[config.mk]
export PLATFORM = sky130hd
export DESIGN_NAME = mem_region_router
export DESIGN_NICKNAME = d
export VERILOG_FILES = /design/src/rtl/mem_region_router.sv
export SDC_FILE = /design/constraint.sdc
export NUM_CORES = 1
export LEC_CHECK = 0
export BUFFER_PORTS_ARGS = -buffer_cell sky130_fd_sc_hd__buf_4
export CORE_AREA = 2 2 197 199
export DETAILED_ROUTE_END_ITERATION = 7
export DIE_AREA = 0 0 199 201
export PLACE_DENSITY = 0.35
export REMOVE_ABC_BUFFERS = 1
export SYNTH_ARGS = -nofsm -noshare
export SYNTH_HDL_FRONTEND = slang
export SYNTH_SLANG_ARGS = --single-unit
export TNS_END_PERCENT = 100
[constraint.sdc]
create_clock -name clk_i -period 4.6 [get_ports clk_i]
set_input_delay 0.23 -clock clk_i [delete_from_list [all_inputs] [get_ports clk_i]]
set_output_delay 0.23 -clock clk_i [all_outputs]
set_load 0.02 [all_outputs]
[src/rtl/mem_region_router.sv]
// mem_region_router: routes one memory-request stream to NUM_TARGETS address
// regions, rebases the address into each target's local space, tracks granted
// transactions in an in-order FIFO and returns all responses, including
// internally generated decode errors, in issue order on one response port.
module mem_region_router #(
  parameter int NBIT_AXI_WIDTH  = 64,
  parameter int USER_AXI_WIDTH  = 10,
  parameter int NUM_TARGETS     = 2,
  parameter int TGT_ADDR_WIDTH  = 32,
  parameter logic [NUM_TARGETS-1:0][NBIT_AXI_WIDTH-1:0] REGION_BASE =
    {64'h0000_0000_0200_0000, 64'h0000_0000_0000_0000},
  parameter logic [NUM_TARGETS-1:0][NBIT_AXI_WIDTH-1:0] REGION_SIZE =
    {64'h0000_0000_0000_1000, 64'h0000_0000_0200_0000},
  parameter int MAX_OUTSTANDING = 4,
  parameter logic [NBIT_AXI_WIDTH-1:0] ERR_DATA = 64'hDEAD_BEEF_DEAD_BEEF
) (
  input  logic                                     clk_i,
  input  logic                                     rst_i,
  input  logic                                     req_i,
  output logic                                     gnt_o,
  input  logic                                     we_i,
  input  logic [NBIT_AXI_WIDTH/8-1:0]              be_i,
  input  logic [NBIT_AXI_WIDTH-1:0]                addr_i,
  input  logic [NBIT_AXI_WIDTH-1:0]                wdata_i,
  input  logic [USER_AXI_WIDTH-1:0]                user_i,
  output logic                                     rvalid_o,
  output logic [NBIT_AXI_WIDTH-1:0]                rdata_o,
  output logic                                     err_o,
  output logic [NUM_TARGETS-1:0]                   tgt_req_o,
  input  logic [NUM_TARGETS-1:0]                   tgt_gnt_i,
  output logic                                     tgt_we_o,
  output logic [NBIT_AXI_WIDTH/8-1:0]              tgt_be_o,
  output logic [NUM_TARGETS*TGT_ADDR_WIDTH-1:0]    tgt_addr_o,
  output logic [NBIT_AXI_WIDTH-1:0]                tgt_wdata_o,
  output logic [USER_AXI_WIDTH-1:0]                tgt_user_o,
  input  logic [NUM_TARGETS-1:0]                   tgt_rvalid_i,
  input  logic [NUM_TARGETS*NBIT_AXI_WIDTH-1:0]    tgt_rdata_i,
  output logic [$clog2(MAX_OUTSTANDING):0]         outstanding_o,
  output logic                                     proto_err_o
);

  localparam int TID_W = (NUM_TARGETS > 1) ? $clog2(NUM_TARGETS) : 1;
  localparam int PTR_W = $clog2(MAX_OUTSTANDING);
  localparam int CNT_W = PTR_W + 1;

  // Region membership test; the end bound is computed one bit wider so a
  // region touching the top of the address space does not wrap.
  function automatic logic in_region(
    input logic [NBIT_AXI_WIDTH-1:0] addr,
    input logic [NBIT_AXI_WIDTH-1:0] base,
    input logic [NBIT_AXI_WIDTH-1:0] size
  );
    logic [NBIT_AXI_WIDTH:0] end_excl;
    end_excl  = {1'b0, base} + {1'b0, size};
    in_region = ({1'b0, addr} >= {1'b0, base}) && ({1'b0, addr} < end_excl);
  endfunction

  // Decode and tracking state
  logic [NUM_TARGETS-1:0] hit_s;
  logic                   mapped_s;
  logic [TID_W-1:0]       sel_s;
  logic                   full_s;
  logic                   push_s;
  logic                   pop_s;
  logic                   viol_s;

  logic [TID_W-1:0]       tid_mem_r [MAX_OUTSTANDING];
  logic                   unm_mem_r [MAX_OUTSTANDING];
  logic [PTR_W-1:0]       wptr_r;
  logic [PTR_W-1:0]       rptr_r;
  logic [CNT_W-1:0]       count_r;
  logic                   err_valid_r;
  logic                   proto_err_r;

  logic                   head_valid_s;
  logic [TID_W-1:0]       head_tgt_s;
  logic                   head_unm_s;
  logic [CNT_W-1:0]       remain_s;
  logic [CNT_W-1:0]       count_nxt_s;
  logic [PTR_W-1:0]       rptr_nxt_s;
  logic                   nxt_head_unm_s;

  // Shared request fields pass through unmodified
  assign tgt_we_o      = we_i;
  assign tgt_be_o      = be_i;
  assign tgt_wdata_o   = wdata_i;
  assign tgt_user_o    = user_i;
  assign outstanding_o = count_r;
  assign proto_err_o   = proto_err_r;

  assign full_s       = (count_r == CNT_W'(MAX_OUTSTANDING));
  assign head_valid_s = (count_r != {CNT_W{1'b0}});
  assign head_tgt_s   = tid_mem_r[rptr_r];
  assign head_unm_s   = unm_mem_r[rptr_r];
  assign push_s       = gnt_o;

  // Address decode: scan from the top so the lowest matching index wins
  always_comb begin
    hit_s    = '0;
    mapped_s = 1'b0;
    sel_s    = '0;
    for (int k = 0; k < NUM_TARGETS; k++) begin
      hit_s[k] = in_region(addr_i, REGION_BASE[k], REGION_SIZE[k]);
    end
    for (int k = NUM_TARGETS - 1; k >= 0; k--) begin
      if (hit_s[k]) begin
        mapped_s = 1'b1;
        sel_s    = TID_W'(k);
      end else begin
        mapped_s = mapped_s;
        sel_s    = sel_s;
      end
    end
  end

  // Rebase the address into every target's local space, every cycle
  always_comb begin
    logic [NBIT_AXI_WIDTH-1:0] diff;
    tgt_addr_o = '0;
    diff       = '0;
    for (int k = 0; k < NUM_TARGETS; k++) begin
      diff = addr_i - REGION_BASE[k];
      tgt_addr_o[k*TGT_ADDR_WIDTH +: TGT_ADDR_WIDTH] = diff[TGT_ADDR_WIDTH-1:0];
    end
  end

  // Request forwarding and upstream grant; nothing leaves while full or in reset
  always_comb begin
    tgt_req_o = '0;
    gnt_o     = 1'b0;
    if (!rst_i && req_i && !full_s) begin
      if (mapped_s) begin
        tgt_req_o[sel_s] = 1'b1;
        gnt_o            = tgt_gnt_i[sel_s];
      end else begin
        gnt_o = 1'b1;
      end
    end else begin
      tgt_req_o = '0;
      gnt_o     = 1'b0;
    end
  end

  // Response mux: mapped head returns its target's response combinationally,
  // unmapped head is answered by the error responder one cycle after becoming head
  always_comb begin
    rvalid_o = 1'b0;
    err_o    = 1'b0;
    rdata_o  = '0;
    pop_s    = 1'b0;
    if (!rst_i && head_valid_s && !head_unm_s) begin
      if (tgt_rvalid_i[head_tgt_s]) begin
        pop_s    = 1'b1;
        rvalid_o = 1'b1;
        rdata_o  = tgt_rdata_i[head_tgt_s*NBIT_AXI_WIDTH +: NBIT_AXI_WIDTH];
      end else begin
        pop_s = 1'b0;
      end
    end else if (!rst_i && head_valid_s && err_valid_r) begin
      pop_s    = 1'b1;
      rvalid_o = 1'b1;
      err_o    = 1'b1;
      rdata_o  = ERR_DATA;
    end else begin
      pop_s = 1'b0;
    end
  end

  // Any target response not belonging to a mapped head is a protocol violation
  always_comb begin
    viol_s = 1'b0;
    for (int k = 0; k < NUM_TARGETS; k++) begin
      if (tgt_rvalid_i[k] &&
          !(head_valid_s && !head_unm_s && (head_tgt_s == TID_W'(k)))) begin
        viol_s = 1'b1;
      end else begin
        viol_s = viol_s;
      end
    end
  end

  // Next occupancy and the kind of entry that will sit at the head next cycle
  always_comb begin
    remain_s    = count_r - CNT_W'(pop_s);
    count_nxt_s = remain_s + CNT_W'(push_s);
    rptr_nxt_s  = rptr_r + PTR_W'(pop_s);
    if (count_nxt_s == {CNT_W{1'b0}}) begin
      nxt_head_unm_s = 1'b0;
    end else if (remain_s == {CNT_W{1'b0}}) begin
      nxt_head_unm_s = !mapped_s;
    end else begin
      nxt_head_unm_s = unm_mem_r[rptr_nxt_s];
    end
  end

  // Tracking FIFO, error-responder arm and sticky protocol flag
  always_ff @(posedge clk_i) begin
    if (rst_i) begin
      wptr_r      <= '0;
      rptr_r      <= '0;
      count_r     <= '0;
      err_valid_r <= 1'b0;
      proto_err_r <= 1'b0;
      for (int i = 0; i < MAX_OUTSTANDING; i++) begin
        tid_mem_r[i] <= '0;
        unm_mem_r[i] <= 1'b0;
      end
    end else begin
      if (push_s) begin
        tid_mem_r[wptr_r] <= sel_s;
        unm_mem_r[wptr_r] <= !mapped_s;
        wptr_r            <= wptr_r + {{(PTR_W-1){1'b0}}, 1'b1};
      end
      rptr_r      <= rptr_nxt_s;
      count_r     <= count_nxt_s;
      err_valid_r <= nxt_head_unm_s;
      proto_err_r <= proto_err_r | viol_s;
    end
  end

endmodule

==> flow_summary_export.csv <==
group,metric,value,unit
detailed_routing,first_pass_iters,4,
global_routing,grt_pass1_wl,34100,um
power_and_ir_drop,pwr-share-seq,18.6,%
layout,drive_gt1_share,57.3,%
timing,min_period,3.39,ns
floorplanning,die_h,201,um
global_routing,gr-total-overflow,0,
clock_tree,post_cts.resized_instances,0,
worst_setup_path,crit_arrival,3.16,ns
worst_setup_path,r2r_start,"rptr_r[0]",
timing,worstMarginPinSlew,0.741,ns
synthesis,netlist.top_cell.by_area,"buf_4",
synthesis,synthArstFlopShare,0,%
worst_setup_path,critPathMaxFanout,64,
timing,finalClockSkew,0.00103,ns
timing,finalCritPeriodShare,73.8,%
floorplanning,die_x,199,um
clock_tree,hold_buffers,0,
detailed_routing,top_layer,"met5",
placement,dp_hpwl,25500,um
floorplanning,rows,72,
layout,nNetsFinal,844,
timing,setup_ws,1.21,ns
power_and_ir_drop,finalPower,1.08,mW
synthesis,ys_ff_latch,17,
worst_setup_path,r2r_cells,9,
worst_setup_path,cp.required,4.37,ns
power_and_ir_drop,p_int,639,uW
synthesis,syn_inst,410,
clock_tree,clock_sinks,17,
power_and_ir_drop,ir_drop,0.000100,V
clock_tree,cts_tree,"done",
power_and_ir_drop,power_switching,442,uW
placement,place_inst,1069,
layout,layout_common_cells,"302 x buf_4, 67 x mux2i_1, 29 x nor2_1, 28 x o21ai_1, 17 x o21ai_0",
synthesis,netlist_top_cells_area,"buf_4 32%, mux2i_1 20%, edfxtp_1 7.3%",
flow_run,cap_violations,0,
layout,synthToLayoutAreaGrowth,55.5,%
power_and_ir_drop,clkPwrFrac,16.3,%
clock_tree,clk_path_buf_depth,2,
timing,hold_viol,0,
worst_setup_path,r2r_end,"err_valid_r",
outcome,outcome,"complete, no violations",
worst_setup_path,cp-startpoint,"rptr_r[0]",
layout,fin_util,13.4,%
worst_setup_path,rrSetupSlack,1.34,ns
floorplanning,floorplan.initialDensity,8.60,%
timing,setup_viol,0,
synthesis,synth_enable_flop_cells,8,
worst_setup_path,cp-start-kind,"flop",
detailed_routing,vias_per_cell,3.39,
timing,slew_headroom,50.6,%
synthesis,avgSynthCellArea,8.00,um^2
timing,rsz0062_at_grt,"false",
global_routing,grt_pass1_vias,3385,
clock_tree,postCtsSetupRepairBufs,0,
synthesis,synth_top_area_share,32.1,%
synthesis,synth_cell_types,39,
power_and_ir_drop,p_comb_share,65.1,%
power_and_ir_drop,swShare,40.9,%
synthesis,synth_area,3280,um^2
detailed_routing,wl_met1,6200,um
worst_setup_path,crit_type,"reg -> out",
timing,slew_violations,0,
clock_tree,numCtsBuffers,3,
floorplanning,io_pins,502,
detailed_routing,drt-total-wl,28300,um
detailed_routing,drt_iter0_markers,113,
worst_hold_path,hold_class,"in -> reg",
layout,antennaDiodeCount,0,
layout,final.fill_count,4354,
clock_tree,cts-root-buf,"clkbuf_16",
detailed_routing,ant_nets,0,
clock_tree,clk_pin_slew,0.05,ns
detailed_routing,vias,3637,
layout,layout.cells.most_common,"buf_4",
detailed_routing,post-route-drc-count,0,
global_routing,grt_max_degree,65,
timing,finalSetupTns,0,ns
worst_setup_path,cp-end-kind,"output port",
worst_setup_path,crit_end,"rdata_o[63]",
global_routing,antenna_found_initial,0,
timing,max_freq,0.295,GHz
floorplanning,coreArea,38100,um^2
floorplanning,die_area,40000,um^2
detailed_routing,met3_length,7910,um
synthesis,seq_area_frac_synth,12.8,%
placement,gp_congestion,0.763,
placement,pre_cts_slack,1.31,ns
detailed_routing,wl_met2,13200,um
synthesis,yosysWarnings,0,
clock_tree,clkLatencyLatePin,0.25,ns
global_routing,grt.total_usage,13.2,%
layout,finalNonFillerCells,1073,
power_and_ir_drop,leakagePower,2.41,nW
power_and_ir_drop,p_per_area,212,nW/um^2
synthesis,synthFlopType,"dfxtp_1",
detailed_routing,wl_per_cell,26.4,um
clock_tree,htree_levels,1,
placement,io_buffers,299,
-- layout make-up --
class                           count  area, um^2  share of cell area (%)
Multi-Input combinational cell    218        1630                    32.0
Sequential cell                    17         420                    8.25
Clock buffer                        4        78.8                    1.55
Inverter                           14        52.6                    1.03
Timing Repair Buffer              302        2270                    44.5
Tap cell                          518         648                    12.7
-- power by group through the flow --
stage                     Sequential, mW  Clock, mW  Combinational (mW)
final                              0.201      0.176               0.704
after global placement             0.205          0               0.718
after detailed placement           0.204          0               0.717
after CTS                          0.202      0.182               0.719
after global routing               0.206      0.188               0.763
after floorplan                    0.208          0               0.347
-- logic make-up after synthesis --
group | after synthesis | synth area share [%]
DFF | 17 | 12.8
buffers and inverters | 175 | 37.7
xor gates and xnor gates | 8 | 2.14
AOI/OAI and AO/OA | 63 | 11.3
adders and majority gates | 6 | 2.29
muxes | 71 | 22.9
and+or+nand+nor | 70 | 10.8
-- layer usage --
metal / vias to the layer above / track usage [%]
met2: 504 / 22.4
met3: 16 / 16.8
met4: 6 / 2.72
li1: 1569 / -
met5: - / 7.65
met1: 1542 / 7.98
-- sequential cells by signal (all words and copies together) (netlist names) --
register	flops
proto_err_o	1
outstanding_o	3
rptr_r	2
err_valid_r	1
unm_mem_r	4
wptr_r	2
tid_mem_r	4
-- cell usage after synthesis (3+ instances only) --
library cell / n
buf_2: 7
buf_4: 140
buf_6: 6
clkbuf_1: 7
dfxtp_1: 9
edfxtp_1: 8
ha_1: 6
inv_1: 14
mux2i_1: 67
mux4_2: 3
nand2_1: 5
nand2b_1: 3
nor2_1: 29
nor2b_1: 3
nor3_1: 7
nor4_1: 12
o21ai_0: 17
o21ai_1: 28
o21ai_2: 5
xnor2_1: 4
xor2_1: 4
-- metrics by stage --
step | area (um^2) | hold slack (ns)
finish | 5100 | 0.293
global route | 5100 | 0.306
CTS | 5100 | 0.291
detailed placement | 5020 | 0.457
global placement | 5020 | 0.448
floorplan | 2090 | 0.299
-- worst max-delay path: stages, from the launching register on --
cell and delay [ns]:
dfxtp_1 0.41, mux4_4 0.98, mux2i_1 0.20, or4_4 0.43, buf_4 0.33, o21ai_0 0.28, buf_4 0.18
-- how the worst min path moves through the flow --
stage | startpoint | end | slack (ns) | cells past startpoint
floorplan | rst_i | proto_err_o | 0.30 | 1
global placement | proto_err_o | proto_err_o | 0.45 | 2
detailed placement | proto_err_o | proto_err_o | 0.46 | 2
CTS | rst_i | outstanding_o[1] | 0.29 | 2
global route | rst_i | outstanding_o[1] | 0.31 | 2
finish | rst_i | outstanding_o[0] | 0.29 | 2
No activity file was read; power rests on OpenSTA's default activity.
